$ cat config.mk
export PLATFORM = sky130hd
export DESIGN_NAME = ft_recovery_ctrl
export DESIGN_NICKNAME = d
export VERILOG_FILES = /design/src/rtl/ft_recovery_ctrl.sv
export SDC_FILE = /design/constraint.sdc
export NUM_CORES = 1
export LEC_CHECK = 0
export ABC_AREA = 1
export CORE_ASPECT_RATIO = 2
export CORE_MARGIN = 2
export CORE_UTILIZATION = 40
export CTS_CLUSTER_DIAMETER = 100
export DETAILED_ROUTE_END_ITERATION = 12
export PLACE_DENSITY = 0.76
export SYNTH_ARGS = -nofsm -noshare
export SYNTH_HDL_FRONTEND = slang
export SYNTH_SLANG_ARGS = --single-unit
export TNS_END_PERCENT = 100
$ cat constraint.sdc
create_clock -name clk_i -period 1.5 [get_ports clk_i]
set_input_delay 0.225 -clock clk_i [delete_from_list [all_inputs] [get_ports clk_i]]
set_output_delay 0.225 -clock clk_i [all_outputs]
set_load 0.01 [all_outputs]
$ cat src/rtl/ft_recovery_ctrl.sv
// Lockstep recovery controller: halts both cores, replays golden registers, restores PC, resumes.
// Optional watchdog enabled by defining FT_RECOVERY_TIMEOUT_EN.
module ft_recovery_ctrl #(
   parameter int ADDR_WIDTH = 5,
   parameter int DATA_WIDTH = 32,
   parameter int TIMEOUT    = 256
) (
   input  logic                  clk_i,
   input  logic                  rst_ni,
   input  logic                  halt_i,
   input  logic                  shift_i,
   input  logic                  resume_i,
   input  logic [ADDR_WIDTH-1:0] addr_i,
   input  logic [DATA_WIDTH-1:0] data_i,
   input  logic [DATA_WIDTH-1:0] spc_i,
   input  logic                  core_halted_i,
   output logic                  core_halt_o,
   output logic                  rf_we_o,
   output logic [ADDR_WIDTH-1:0] rf_addr_o,
   output logic [DATA_WIDTH-1:0] rf_wdata_o,
   output logic                  pc_we_o,
   output logic [DATA_WIDTH-1:0] pc_o,
   output logic                  core_resume_o,
   output logic                  busy_o,
   output logic                  drop_o,
   output logic                  error_o,
   output logic [7:0]            recoveries_o
);

   localparam logic [ADDR_WIDTH:0] LAST_BEAT = (ADDR_WIDTH+1)'(2**ADDR_WIDTH - 1);

   typedef enum logic [2:0] {
      IDLE,
      HALT_REQ,
      RESTORE,
      PC_WR,
      RESUME
   } state_e;

   state_e                state_q;
   logic [ADDR_WIDTH:0]   beat_cnt_q;
   logic                  finish_q;
   logic [DATA_WIDTH-1:0] pc_q;
   logic                  timeout;

   assign pc_o   = pc_q;
   assign busy_o = (state_q != IDLE);

`ifdef FT_RECOVERY_TIMEOUT_EN
   localparam int WDOG_W = $clog2(TIMEOUT + 1);

   logic [WDOG_W-1:0] wdog_q;
   logic              error_q;
   logic              stall;

   assign stall = ((state_q == HALT_REQ) && !core_halted_i) ||
                  ((state_q == RESTORE) && !finish_q && !shift_i && !resume_i);
   assign timeout = stall && (wdog_q == WDOG_W'(TIMEOUT - 1));
   assign error_o = error_q;

   always_ff @(posedge clk_i or negedge rst_ni) begin
      if (!rst_ni) begin
         wdog_q  <= '0;
         error_q <= 1'b0;
      end else if (timeout) begin
         wdog_q  <= '0;
         error_q <= 1'b1;
      end else if (stall) begin
         wdog_q  <= wdog_q + 1'b1;
      end else begin
         wdog_q  <= '0;
      end
   end
`else
   assign timeout = 1'b0;
   assign error_o = 1'b0;
`endif

   // NOTE: all state and outputs use non-blocking assignments and are cleared by the async reset,
   // so an aborted recovery leaves no halt, write or resume request behind.
   always_ff @(posedge clk_i or negedge rst_ni) begin
      if (!rst_ni) begin
         state_q       <= IDLE;
         beat_cnt_q    <= '0;
         finish_q      <= 1'b0;
         pc_q          <= '0;
         core_halt_o   <= 1'b0;
         rf_we_o       <= 1'b0;
         rf_addr_o     <= '0;
         rf_wdata_o    <= '0;
         pc_we_o       <= 1'b0;
         core_resume_o <= 1'b0;
         drop_o        <= 1'b0;
         recoveries_o  <= '0;
      end else begin
         rf_we_o       <= 1'b0;
         pc_we_o       <= 1'b0;
         core_resume_o <= 1'b0;

         // Beats that cannot be written (wrong state or restore already closing) are flagged.
         if (shift_i && !((state_q == RESTORE) && !finish_q))
            drop_o <= 1'b1;

         case (state_q)
            IDLE: begin
               if (halt_i) begin
                  pc_q        <= spc_i;
                  core_halt_o <= 1'b1;
                  state_q     <= HALT_REQ;
               end
            end

            HALT_REQ: begin
               if (core_halted_i) begin
                  state_q <= RESTORE;
               end else if (timeout) begin
                  core_halt_o   <= 1'b0;
                  core_resume_o <= 1'b1;
                  state_q       <= RESUME;
               end
            end

            RESTORE: begin
               if (finish_q) begin
                  // The last beat's write has already been issued; PC write follows it.
                  finish_q <= 1'b0;
                  pc_we_o  <= 1'b1;
                  state_q  <= PC_WR;
               end else if (timeout) begin
                  core_halt_o   <= 1'b0;
                  core_resume_o <= 1'b1;
                  state_q       <= RESUME;
               end else begin
                  if (shift_i) begin
                     rf_we_o    <= 1'b1;
                     rf_addr_o  <= addr_i;
                     rf_wdata_o <= data_i;
                     beat_cnt_q <= beat_cnt_q + 1'b1;
                  end
                  if ((shift_i && (beat_cnt_q == LAST_BEAT)) || resume_i)
                     finish_q <= 1'b1;
               end
            end

            PC_WR: begin
               core_halt_o   <= 1'b0;
               core_resume_o <= 1'b1;
               if (recoveries_o != 8'hFF)
                  recoveries_o <= recoveries_o + 8'd1;
               state_q       <= RESUME;
            end

            RESUME: begin
               beat_cnt_q <= '0;
               state_q    <= IDLE;
            end

            default: state_q <= IDLE;
         endcase
      end
   end

endmodule
Yosys cells after proc, flatten, opt, wreduce, memory -nomap -nowiden
Cells that the tools add are included.
{"block": "word_totals", "word_cells": 59, "input_bits": 75, "ff_bits": 92, "out_inout_bits": 84}
{"block": "op_classes", "bitwise_logic": 1, "mux": 17, "n_reduce_logical": 16, "addsub": 2, "eq_ne": 11}
{"op": "$mux 6", "count": 2}
{"op": "$pmux 3 s4", "count": 1}
{"op": "$pmux 6 s2", "count": 1}
{"op": "$ne 2x2->1 const B", "count": 5}
{"op": "$mux 1", "count": 9}
{"op": "$mux 3", "count": 3}
{"op": "$reduce_and 3->1", "count": 3}
{"op": "$add 8x1->8 const B", "count": 1}
{"op": "$ne 8x8->1 const B", "count": 1}
{"op": "$add 6x1->6 const B", "count": 1}
{"op": "$eq 3x2->1 const B", "count": 2}
{"op": "$eq 6x5->1 const B", "count": 1}
{"op": "$reduce_and 2->1", "count": 3}
{"op": "$reduce_bool 2->1", "count": 2}
{"op": "$eq 3x1->1 const B", "count": 1}
{"op": "$eq 3x3->1 const B", "count": 1}
{"op": "$logic_and 1x1->1", "count": 3}
{"op": "$logic_not 3->1", "count": 1}
{"op": "$reduce_bool 3->1", "count": 1}
{"op": "$logic_not 1->1", "count": 2}
{"op": "$pmux 1 s2", "count": 1}
{"op": "$logic_or 1x1->1", "count": 1}
{"op": "$not 1->1", "count": 1}

Depth between registers and ports, before layout
{"block": "logic_depth", "word_depth": 5, "ltp_mapped": 8, "mapped_depth_nobuf": 7}

Worst setup path before layout
OpenSTA, ideal clock, no wires.
{"block": "synth_timing", "kind": "flip-flop to flip-flop", "start": "register state_q[2]", "end": "register rf_addr_o[4]", "setup_time_ns": 0.117, "required_ns": 1.383, "path_stages_with_launch": 9, "arrival_time_ns": 1.252, "period_less_slack_ns": 1.369, "slack_ns": 0.131, "path_buffers": 2, "cell_sequence": "dfrtp_1 > nor2_4 > nand3_2 > nor2_4 > inv_2 > buf_6 > buf_2 > nand2_1 > nand2_1"}
{"block": "synth_between", "elab_chain_cells": 2}
{"element": "start: declaration", "line_no": "40", "source": "state_e state_q;"}
{"element": "start signal: assignment", "line_no": "83", "source": "state_q <= IDLE;"}
{"element": "start signal: assignment", "line_no": "109", "source": "state_q <= HALT_REQ;"}
{"element": "start signal: assignment", "line_no": "115", "source": "state_q <= RESTORE;"}
{"element": "$eq 3x2->1", "line_no": "104", "source": "case (state_q)"}
{"element": "$reduce_and 3->1 (no line)"}
{"element": "end signal: assignment", "line_no": "136", "source": "rf_addr_o <= addr_i;"}
{"element": "end: declaration", "line_no": "19", "source": "output logic [ADDR_WIDTH-1:0] rf_addr_o,"}
Every way passes these cells.
A chain may end at the register's enable or synchronous reset.

Worst setup path after layout
{"block": "layout_timing", "start": "register rf_wdata_o[4]", "end": "output port rf_wdata_o[4]"}
{"element": "start: declaration", "line_no": "20", "source": "output logic [DATA_WIDTH-1:0] rf_wdata_o,"}
{"element": "start signal: assignment", "line_no": "137", "source": "rf_wdata_o <= data_i;"}
No word-level cell between the ends.

==> impl_metrics.csv <==
group,metric,value,unit
logic_synthesis,synthAdderAreaFrac,0.00659,
logic_synthesis,synth.area.mux_share,0,
logic_synthesis,synth_top_family_by_area,"simple AND/OR/NAND/NOR gates",
layout,utilization,0.641,
logic_synthesis,yosysSeqAreaShare,0.606,
floorplan,die_h,142,um
clock_network,clock-sinks,92,
power_and_ir_drop,peakVddDrop,1020,uV
grt,grtUsageMet2,0.355,
grt,grt_pass1_vias,3518,
floorplan,rows,50,
run_status,run_status,"finished clean",
layout,layout-drive-gt1-share,0.0685,
setup_path,path_cells,"clkdlybuf4s50_1",
setup_path,crit_slowest_cell,"clkdlybuf4s50_1",
clock_network,clock-root-buffer,"clkbuf_16",
layout,final_nets,685,
layout,synthToLayoutAreaGrowth,57.2,%
placement,dp.cells,696,
sta,fin_crit_sh,0.978,
sta,holdWs,365,ps
logic_synthesis,synth_top_area_cell,"dfrtp_1",
detailed_routing,wl,9560,um
power_and_ir_drop,power_leakage,0.00332,uW
sta,finClkSkew,5.64,ps
floorplan,io-pin-count,159,
grt,grt_use_total,0.196,
logic_synthesis,synth-compound-area-share,0.0563,
layout,fin_area,5970,um^2
layout,fin_cells,717,
grt,met1_usage,0.208,
setup_path,crit_type,"reg2out",
clock_network,clkTransAtPathRegs,60,ps
logic_synthesis,async_reset_ff_frac,1.00,
floorplan,dieWidth,72.9,um
detailed_routing,first_iter_violations,181,
placement,numPortBuffers,157,
grt,grt_overflow_total,0,
placement,place_area,5540,um^2
floorplan,design.die.area,10300,um^2
detailed_routing,avgViaCountPerCell,4.73,
logic_synthesis,synthCells,441,
setup_path,critPathTopFamily,"buffers and inverters",
setup_path,arrival,1240,ps
logic_synthesis,synthSimpleGateAreaFrac,0.249,
logic_synthesis,yosysUniqueCellTypes,22,
setup_path,end_kind,"output port",
setup_path,cp_max_fo,2,
setup_path,reg2regPathDepth,7,
setup_path,cp_slowest_stage_delay,560,ps
sta,hold_viol,0,
logic_synthesis,synthXorXnorAreaFrac,0.0115,
sta,drv_slew,0,
clock_network,clk_latency,330,ps
grt,grt_pass1_wl,15800,um
logic_synthesis,synth_area_per_cell,8.61,um^2
floorplan,start_util,0.408,
placement,gp_congestion,0.801,
sta,tns,0,ps
layout,antennaDiodeCount,0,
run,drv_cap,0,
logic_synthesis,syn_area,3800,um^2
placement,hpwl,7150,um
logic_synthesis,synth_commonest_cells,"nand2_1 (202), dfrtp_1 (92), inv_1 (47)",
sta,layout_min_cycle_time,1470,ps
detailed_routing,ant_nets,0,
sta,rsz0062_at_grt,"true",
logic_synthesis,postSynthNetCount,518,
detailed_routing,drc_errors,0,
logic_synthesis,ys_top_cells_by_area,"dfrtp_1 (61%), nand2_1 (20%), o21ai_0 (5.0%)",
grt,top_usage_layer,"met2",
detailed_routing,dr.pass1.iters,4,
grt,antenna_found_initial,0,
setup_path,start_kind,"register",
logic_synthesis,yosysTopAreaCellShare,0.606,
clock_network,cts_buffers,9,
clock_network,cts_tree,"built",
power_and_ir_drop,p_per_area,1790,nW/um^2
logic_synthesis,synth_seq_cells,92,
detailed_routing,vias,3388,
setup_path,r2r_slack,50,ps
setup_path,cp.required,1270,ps
setup_path,r2r_start,"recoveries_o[1]",
logic_synthesis,ys.flop_type,"dfrtp_1",
floorplan,core_area,9320,um^2
clock_network,clockBufferDepth,2,
setup_path,path_buf_inv,1,
logic_synthesis,synth_edf_count,0,
worst_hold_path,min_path_type,"in2async",
clock_network,ctsHtreeMaxLevel,3,
sta,max_freq,0.682,GHz
grt,grt_max_degree,66,
detailed_routing,drt-wirelength-per-cell,13.3,um
logic_synthesis,synth_most_common_cell,"nand2_1",
sta,setup_viol,0,
grt,gr-usage-met3,0.0362,
logic_synthesis,ys_warn_count,0,
setup_path,r2r_end,"recoveries_o[4]",
-- metal layers --
| metal | wire [um] | vias up | share of wire |
|---|---|---|---|
| met5 | 0 | - | 0 |
| met4 | 308 | 0 | 0.032 |
| met3 | 343 | 19 | 0.036 |
| met2 | 5540 | 101 | 0.58 |
| met1 | 3370 | 1592 | 0.35 |
| li1 | - | 1676 | - |
-- where the power goes --
group          switching [uW]  internal [uW]  leakage (uW)  total [uW]
clock                     914           1290      0.000131        2200
combinational            2100           2280       0.00203        4380
sequential                592           3500       0.00116        4090
total                    3600           7070       0.00332       10700
-- sequential cells by signal, indices dropped and copies added (netlist names) --
signal and count:
finish_q 1, core_resume_o 1, pc_o 32, pc_we_o 1
rf_addr_o 5, beat_cnt_q 6, rf_we_o 1, core_halt_o 1
drop_o 1, recoveries_o 8, rf_wdata_o 32, state_q 3
-- final cells by class --
cell class | instances | area, um^2
well taps | 104 | 130
inverters | 48 | 183
multi-input cells | 285 | 1240
fillers | 786 | 3350
flip-flops and latches | 92 | 2310
repair buffers | 172 | 1820
clock buffers | 10 | 229
clock inverters | 6 | 65.1
-- kinds of logic after synthesis --
family          after synthesis
simple gates                236
fa+ha+maj                     2
other cells                   1
flops                        92
buf+inv                      64
xor+xnor                      5
compound gates               41
-- per-stage QoR --
stage               power [uW]  setup slack, ps
global placement          8480            -75.7
finish                   10700             33.3
floorplan                 5940              131
global route             11400            -34.6
CTS                      10900             1.92
detailed placement        8660             -110
-- worst register-to-register path, stage by stage, from the launching register on --
cell and delay [ps]:
dfrtp_1 370, buf_4 150, ha_1 220, nand2_1 110, nor2_2 50, a21oi_2 280
nand2_1 110, o21ai_0 90
-- worst max-delay path by stage --
stage	start	end	slack, ps	cells past startpoint
6_report	rf_wdata_o[4]	rf_wdata_o[4]	30	1
5_1_grt	recoveries_o[1]	recoveries_o[4]	-30	7
4_1_cts	rf_wdata_o[30]	rf_wdata_o[30]	2	1
3_5_place_dp	shift_i	beat_cnt_q[0]	-110	5
3_3_place_gp	shift_i	beat_cnt_q[0]	-80	5
2_1_floorplan	state_q[2]	rf_addr_o[4]	130	8
-- what timing repair did --
action	CTS	global route
gates cloned	0	0
endpoints found under the hold margin	28	0
buffers inserted	4	0
hold buffers	1	0
gates resized for setup	13	40
setup endpoints to repair	12	77
-- layout by cell type, fill, tap and decap left out, drive strengths merged --
| master | count |
|---|---|
| nor3 | 1 |
| inv | 48 |
| nor2 | 13 |
| xnor2 | 2 |
| o21ai | 38 |
| nand2 | 202 |
| dlygate4sd2 | 7 |
| a21oi | 1 |
| conb | 1 |
| o21bai | 2 |
| clkbuf | 10 |
| dlymetal6s2s | 34 |
| clkdlybuf4s15 | 1 |
| ha | 2 |
| bufinv | 1 |
| nand4 | 5 |
| clkinvlp | 4 |
| clkdlybuf4s50 | 114 |
| nand3 | 12 |
| xor2 | 3 |
| clkinv | 1 |
| buf | 15 |
| nand3b | 3 |
| dlygate4sd3 | 1 |
| dfrtp | 92 |
Power figures use the tool's default switching activity.
